[src/rtl/gcn_pkg.sv]
// Shared definitions for the GCN datapath: the loader state encoding and the
// matrix geometry defaults used by the loader, the multiplier and the result
// writer.
package gcn_pkg;

   // Default matrix geometry
   localparam int GCN_FEATURE_COLS    = 96;
   localparam int GCN_WEIGHT_WIDTH    = 5;
   localparam int GCN_NUM_FEAT_ROWS   = 6;
   localparam int GCN_NUM_WEIGHT_COLS = 3;

   // Vector loader control states
   typedef enum logic [1:0] {
      IDLE  = 2'd0,
      FETCH = 2'd1,
      DRAIN = 2'd2,
      VALID = 2'd3
   } loader_state_t;

endpackage : gcn_pkg

[src/rtl/vector_capture_reg.sv]
// Indexed-write vector register: one element written per cycle at wr_idx.
// Every element clears on reset so a partially filled vector never survives.
module vector_capture_reg
   import gcn_pkg::*;
#(
   parameter  int LEN   = GCN_FEATURE_COLS,
   parameter  int WIDTH = GCN_WEIGHT_WIDTH,
   localparam int IDX_W = $clog2(LEN)
) (
   input  logic                       clk,
   input  logic                       reset,
   input  logic                       wr_en,
   input  logic [IDX_W-1:0]           wr_idx,
   input  logic [WIDTH-1:0]           wr_data,
   output logic [LEN-1:0][WIDTH-1:0]  vec
);

   logic [LEN-1:0][WIDTH-1:0] vec_q;

   // Write the addressed element; indices at or beyond LEN are ignored
   always_ff @(posedge clk or posedge reset) begin
      if (reset) begin
         vec_q <= '0;
      end else if (wr_en) begin
         for (int i = 0; i < LEN; i++) begin
            if (wr_idx == IDX_W'(i)) begin
               vec_q[i] <= wr_data;
            end
         end
      end
   end

   assign vec = vec_q;

endmodule : vector_capture_reg

[src/rtl/fw_vector_loader.sv]
// Feature/weight vector loader. A start command streams one feature row and one
// weight column out of the two SRAMs (one element per cycle each), assembles
// them into vector registers and presents them with a valid/ack handshake,
// together with the row/column tags that identify the dot product.
module fw_vector_loader
   import gcn_pkg::*;
#(
   parameter  int FEATURE_COLS    = GCN_FEATURE_COLS,
   parameter  int WEIGHT_WIDTH    = GCN_WEIGHT_WIDTH,
   parameter  int NUM_FEAT_ROWS   = GCN_NUM_FEAT_ROWS,
   parameter  int NUM_WEIGHT_COLS = GCN_NUM_WEIGHT_COLS,
   localparam int FADDR_W         = $clog2(NUM_FEAT_ROWS*FEATURE_COLS),
   localparam int WADDR_W         = $clog2(NUM_WEIGHT_COLS*FEATURE_COLS),
   localparam int RIDX_W          = $clog2(NUM_FEAT_ROWS),
   localparam int CIDX_W          = $clog2(NUM_WEIGHT_COLS)
) (
   input  logic                                        clk,
   input  logic                                        reset,
   input  logic                                        start,
   input  logic [RIDX_W-1:0]                           row_idx,
   input  logic [CIDX_W-1:0]                           col_idx,
   output logic                                        busy,
   output logic                                        idx_err,
   output logic                                        f_rd_en,
   output logic [FADDR_W-1:0]                          f_addr,
   input  logic [WEIGHT_WIDTH-1:0]                     f_rdata,
   output logic                                        w_rd_en,
   output logic [WADDR_W-1:0]                          w_addr,
   input  logic [WEIGHT_WIDTH-1:0]                     w_rdata,
   output logic                                        vec_valid,
   input  logic                                        vec_ack,
   output logic [FEATURE_COLS-1:0][WEIGHT_WIDTH-1:0]   feature_row,
   output logic [FEATURE_COLS-1:0][WEIGHT_WIDTH-1:0]   weight_col,
   output logic [RIDX_W-1:0]                           out_row_idx,
   output logic [CIDX_W-1:0]                           out_col_idx
);

   localparam int             K_W    = $clog2(FEATURE_COLS);
   localparam logic [K_W-1:0] K_LAST = K_W'(FEATURE_COLS - 1);

   loader_state_t      state_q, state_d;
   logic [K_W-1:0]     k_q, k_d;
   logic [RIDX_W-1:0]  row_q, row_d;
   logic [CIDX_W-1:0]  col_q, col_d;
   logic               idx_err_q, idx_err_d;
   logic               busy_q;
   logic               vec_valid_q;
   logic               cap_en_q;
   logic [K_W-1:0]     cap_idx_q;
   logic               start_bad;

   // Reject requests that name a row or column outside the stored matrices
   always_comb begin
      start_bad = (32'(row_idx) >= 32'(NUM_FEAT_ROWS)) ||
                  (32'(col_idx) >= 32'(NUM_WEIGHT_COLS));
   end

   // Control FSM next state, element counter and tag latching
   always_comb begin
      state_d   = state_q;
      k_d       = k_q;
      row_d     = row_q;
      col_d     = col_q;
      idx_err_d = 1'b0;
      case (state_q)
         IDLE: begin
            if (start) begin
               if (start_bad) begin
                  idx_err_d = 1'b1;
               end else begin
                  row_d   = row_idx;
                  col_d   = col_idx;
                  k_d     = '0;
                  state_d = FETCH;
               end
            end
         end
         FETCH: begin
            if (k_q == K_LAST) begin
               k_d     = '0;
               state_d = DRAIN;
            end else begin
               k_d = k_q + K_W'(1);
            end
         end
         DRAIN: begin
            // last read data arrives this cycle; vectors complete at the next edge
            state_d = VALID;
         end
         VALID: begin
            // an ack wins over a simultaneous start, which is simply dropped
            if (vec_ack) begin
               state_d = IDLE;
            end
         end
         default: begin
            state_d = IDLE;
         end
      endcase
   end

   // State, counter and tag registers
   always_ff @(posedge clk or posedge reset) begin
      if (reset) begin
         state_q <= IDLE;
         k_q     <= '0;
         row_q   <= '0;
         col_q   <= '0;
      end else begin
         state_q <= state_d;
         k_q     <= k_d;
         row_q   <= row_d;
         col_q   <= col_d;
      end
   end

   // Registered status outputs, derived from the next state so they line up
   // with the state register rather than lagging it by a cycle
   always_ff @(posedge clk or posedge reset) begin
      if (reset) begin
         busy_q      <= 1'b0;
         vec_valid_q <= 1'b0;
         idx_err_q   <= 1'b0;
      end else begin
         busy_q      <= (state_d != IDLE);
         vec_valid_q <= (state_d == VALID);
         idx_err_q   <= idx_err_d;
      end
   end

   // Capture pipeline: the SRAMs answer one cycle after the read, so the
   // element index is delayed by one cycle alongside a write enable
   always_ff @(posedge clk or posedge reset) begin
      if (reset) begin
         cap_en_q  <= 1'b0;
         cap_idx_q <= '0;
      end else begin
         cap_en_q  <= (state_q == FETCH);
         cap_idx_q <= k_q;
      end
   end

   // SRAM read ports decode straight from state and counter; addresses are
   // zero outside FETCH so an idle loader presents a quiet bus
   always_comb begin
      f_rd_en = 1'b0;
      w_rd_en = 1'b0;
      f_addr  = '0;
      w_addr  = '0;
      if (state_q == FETCH) begin
         f_rd_en = 1'b1;
         w_rd_en = 1'b1;
         f_addr  = FADDR_W'(row_q) * FADDR_W'(FEATURE_COLS) + FADDR_W'(k_q);
         w_addr  = WADDR_W'(col_q) * WADDR_W'(FEATURE_COLS) + WADDR_W'(k_q);
      end
   end

   vector_capture_reg #(
      .LEN   (FEATURE_COLS),
      .WIDTH (WEIGHT_WIDTH)
   ) u_feat_cap (
      .clk     (clk),
      .reset   (reset),
      .wr_en   (cap_en_q),
      .wr_idx  (cap_idx_q),
      .wr_data (f_rdata),
      .vec     (feature_row)
   );

   vector_capture_reg #(
      .LEN   (FEATURE_COLS),
      .WIDTH (WEIGHT_WIDTH)
   ) u_wgt_cap (
      .clk     (clk),
      .reset   (reset),
      .wr_en   (cap_en_q),
      .wr_idx  (cap_idx_q),
      .wr_data (w_rdata),
      .vec     (weight_col)
   );

   assign busy        = busy_q;
   assign idx_err     = idx_err_q;
   assign vec_valid   = vec_valid_q;
   assign out_row_idx = row_q;
   assign out_col_idx = col_q;

endmodule : fw_vector_loader
[config.mk]
export PLATFORM = sky130hd
export DESIGN_NAME = fw_vector_loader
export DESIGN_NICKNAME = d
export VERILOG_FILES = /design/src/rtl/gcn_pkg.sv /design/src/rtl/vector_capture_reg.sv /design/src/rtl/fw_vector_loader.sv
export SDC_FILE = /design/constraint.sdc
export NUM_CORES = 2
export LEC_CHECK = 0
export CORE_AREA = 2 2 390 392
export CTS_BUF_LIST = sky130_fd_sc_hd__clkbuf_16
export DETAILED_ROUTE_END_ITERATION = 10
export DIE_AREA = 0 0 392 394
export PLACE_DENSITY_LB_ADDON = 0.05
export RECOVER_POWER = 25
export SLEW_MARGIN = 10
export SYNTH_ARGS = -nofsm -noshare
export SYNTH_HDL_FRONTEND = slang
export SYNTH_SLANG_ARGS = --single-unit
export TNS_END_PERCENT = 1
[constraint.sdc]
create_clock -name clk -period 40.9 [get_ports clk]
set_input_delay 8.18 -clock clk [delete_from_list [all_inputs] [get_ports clk]]
set_output_delay 8.18 -clock clk [all_outputs]
set_load 0.01 [all_outputs]
==> run summary <==
In this design, the largest share of critical-path delay is due to buffers and inverters. Once the clock tree was built, the resizer swapped 0 gates to a different size. For this block, the routed nets add up to 158000 um of wire.

The layout has 14600 filler cells. The pre-antenna-repair detailed-routing pass consisted of 5 iterations. The capturing element type of the critical path was an asynchronous set/reset pin. In the synthesized netlist the async set-or-reset flop fraction comes to 100%.

Most frequent cell on the critical path: buf_4. Leaving out fill and tap cells, the most frequent cells in the layout are clkdlybuf4s50_1 (994), dfrtp_1 (985), mux2_2 (944). The clock period minus final worst setup slack came out at 14.89 ns. The analysis attributes to cell leakage a power of 0.0238 uW.

The number of nets handed over by synthesis was 2347. The register area is 0.0246 mm^2. CTS saw 985 sinks. Summing all non-filler instances in the final layout gives an area of 0.0539 mm^2. The worst IR drop on VDD was 34.8 uV; the post-synthesis sequential element count was 985. The post-detailed-route DRC marker count is 0. After technology mapping, the gate count stands at 2315. In this run the worst path has a maximum fanout of 105. For this run, the top clock speed supported by timing is 67.1 MHz. The share of total power dissipated in combinational logic is 39.6%. After synthesis the cells add up to 0.0382 mm^2. The power per unit of standard cell area was 76.4 mW/mm^2. The clock share of power was 23.7%; the basic-gate share of the synthesized area counting and, or, nand and nor cells was 4.03%. The number of enable-type register cells in the synthesized netlist came out at 0.

The tools report the register area share after synthesis as 64.5%. The commonest non-fill, non-tap cell in the layout was clkdlybuf4s50_1. Across the run, the number of max-cap violations was 20. TritonCTS built the clock tree. The run gives 0 as the number of hold violations in the final report. The tools report the clock tree root driver cell as clkbuf_16.

The run gives 0.0128 mm^2 as the area occupied by multi-input gates. After floorplanning, the core was sized to cover 0.151 mm^2. Net switching is 33.6% of the power. The wire length of the first global-routing pass came out at 219000 um. The logs give 0.0504 mm^2 for the area of placed instances and 111000 um for the half-perimeter wire length after detailed placement.

The synthesized netlist devotes 0.383% of its cell area to compound gates. In the final layout, the share of cells above drive strength 1 is 35.0%. Measured along the y axis, the die boundary spans 394 um.

The die covers 0.154 mm^2. After synthesis, the netlist uses 51 different library cells. In the global route stage, overall resource usage came out at 20.1%. The mean instance size in the synthesized netlist came out at 16.5 um^2.

The layout overhead on the synthesized area was 41.1%. The via count of the first global-routing pass was 25800. STA puts the critical path data arrival time at 15.62 ns. The count of hold-fix buffers inserted at cts is 0, and the number of port buffers is 1007.

Xor/xnor share of the synthesized area: 0.0917%. Setup repair after global routing left no endpoint under its margin. Walking the worst path, the cells encountered are dlygate4sd3_1 > clkinvlp_2 > buf_4 > buf_4 > buf_4 > buf_4 > buf_4.

The count of nets left with antenna violations once routing finished came out at 0. For the number of antenna violations at the first check in global routing, the log shows 3. The adder and majority gate portion of the synthesized area was 0.485%; the DRC violation total after the first TritonRoute iteration was 806. Data on the critical path is required at its endpoint by 41.62 ns. The worst setup path is launched from a primary input. By area, the combinational part of the netlist is dominated by multiplexers. The I/O pin count came out at 1008.

The total via count in the routed design was 24200; the via count normalized by instance count was 4.44. The net count of the finished layout is 3359. Overall power consumption after layout is estimated at 4120 uW. Across the routed clock network, the largest skew measured is 0.0259 ns. The setup path with the least slack is of type primary input to asynchronous set/reset pin. The Yosys step of the flow raised 0 warnings. The final reports fail on capacitance limit, slew limit. After clock tree synthesis, the clock-pin slew on the worst setup and hold paths is 0.06 ns. The count of buffering cells on the critical path with inverters included was 7. Post-CTS timing repair inserted 0 buffers for setup. At the later pin of the worst-skew pair, clock insertion delay measures 0.72 ns. The analysis attributes to net switching a power of 1380 uW. The total CTS buffers was 114; the highest cell delay on the worst timing path was 2.84 ns.

The worst pin sits at a relative slew slack of -244%. The run finished, with violations left. The cell with the biggest individual delay on the critical path is clkinvlp_2.

Dividing the detail-routed wire length by the instance count gives 28.9 um. Counting along the longest clock path gives a buffer depth of 3. The floorplan step set the die width to 392 um.

The total negative slack for setup checks came out at 0 ns. The part of the cycle the worst path needs was 36.4%; the final number of setup-violating endpoints was 0. The dominant synthesized flop cell was dfrtp_1. For the pin with the worst max-slew slack, the measured transition is 5.16 ns. Internal cell power: 2730 uW. The residual overflow from global routing was 0.

The worst setup slack after layout is 26.01 ns. Entering global routing, the biggest net connects 151 pins. The congestion estimate from routability-driven global placement came to 0.774.

The floorplan row count is 143, and the proportion of synthesized area in mux cells is 28.6%. The min-delay analysis places its worst path in the category register to register. The logs give 1017 for the number of pins exceeding their max-slew limit in the final report and 27.56 ns for the post-placement setup slack.

The effective utilization at floorplan was 25.4%; the total number of H-tree levels was 3. Sequential cells burn 36.8% of the power.
[worst paths after layout]
check	start	end	slack, ns	depth (start not counted)
min in group asynchronous	reset	u_wgt_cap.vec[313]$_DFFE_PP0P_	9.48	2
min reg2reg	u_feat_cap.vec[66]$_DFFE_PP0P_	u_feat_cap.vec[66]$_DFFE_PP0P_	0.49	1
max	reset	u_feat_cap.vec[131]$_DFFE_PP0P_	26.01	7
max reg2reg	cap_en_q$_DFF_PP0_	u_wgt_cap.vec[20]$_DFFE_PP0P_	37.51	4
max in group clk	f_rdata[1]	u_feat_cap.vec[261]$_DFFE_PP0P_	27.50	3
min	u_feat_cap.vec[66]$_DFFE_PP0P_	u_feat_cap.vec[66]$_DFFE_PP0P_	0.49	1
[layout make-up]
class,count,share of cell area (%)
repair buffers,1046,19.1
multi-input cells,1165,23.8
clock inverters,95,1.23
inverters,15,0.107
flip-flops and latches,985,45.7
diodes,7,0.0325
well taps,2030,4.71
clock buffers,115,5.34
[per-layer routing]
| layer | global-route usage [%] | wire [um] | vias up |
|---|---|---|---|
| met3 | 6.63 | 12700 | 208 |
| li1 | - | - | 10300 |
| met1 | 23.0 | 60800 | 13000 |
| met5 | 0 | 0 | - |
| met4 | 6.98 | 5850 | 0 |
| met2 | 34.8 | 78500 | 814 |
[sequential cells by signal (all words and copies together), names as in the netlist]
register and cells:
busy 1, cap_en_q 1, cap_idx_q 7, idx_err 1
k_q 7, out_col_idx 2, out_row_idx 3, state_q 2
u_feat_cap.vec 480, u_wgt_cap.vec 480, vec_valid 1
[synth_stat cells (all sizes together), types with 5 or more instances]
cell    instances  share of area (%)
nand2           6              0.065
ha             10               0.33
inv            14               0.14
or3            11               0.18
clkbuf        109                1.1
dfrtp         985                 64
and2            8               0.13
nor3           58                2.4
nand2b          5              0.082
mux2          965                 29
buf            41               0.73
nor2            8              0.079
a21oi           6              0.079
nand3b          5               0.11
nand3          32               0.45
[through the flow]
step	hold WS [ns]	utilization, %	std cells
after CTS	0.492	35.8	5451
after detailed placement	0.478	33.5	5241
after global routing	0.508	35.8	5451
final	0.489	35.8	5458
after global placement	0.473	33.5	5241
after floorplan	0.407	-	2315
[cells by family after synthesis]
family / Yosys count
flip-flops: 985
multiplexers: 966
buffers and inverters: 165
AND/OR/NAND/NOR: 160
AO/OA/AOI/OAI: 22
adder cells (fa/ha/maj): 13
XOR/XNOR: 4
[power by group through the flow]
stage	Combinational [uW]	Clock, uW	Sequential, uW
after floorplan	497	0	1650
after global placement	1660	0	1520
after detailed placement	1670	0	1530
after CTS	1670	1010	1520
after global routing	1710	1050	1560
final	1630	974	1510
Power figures use the tool's default switching activity.
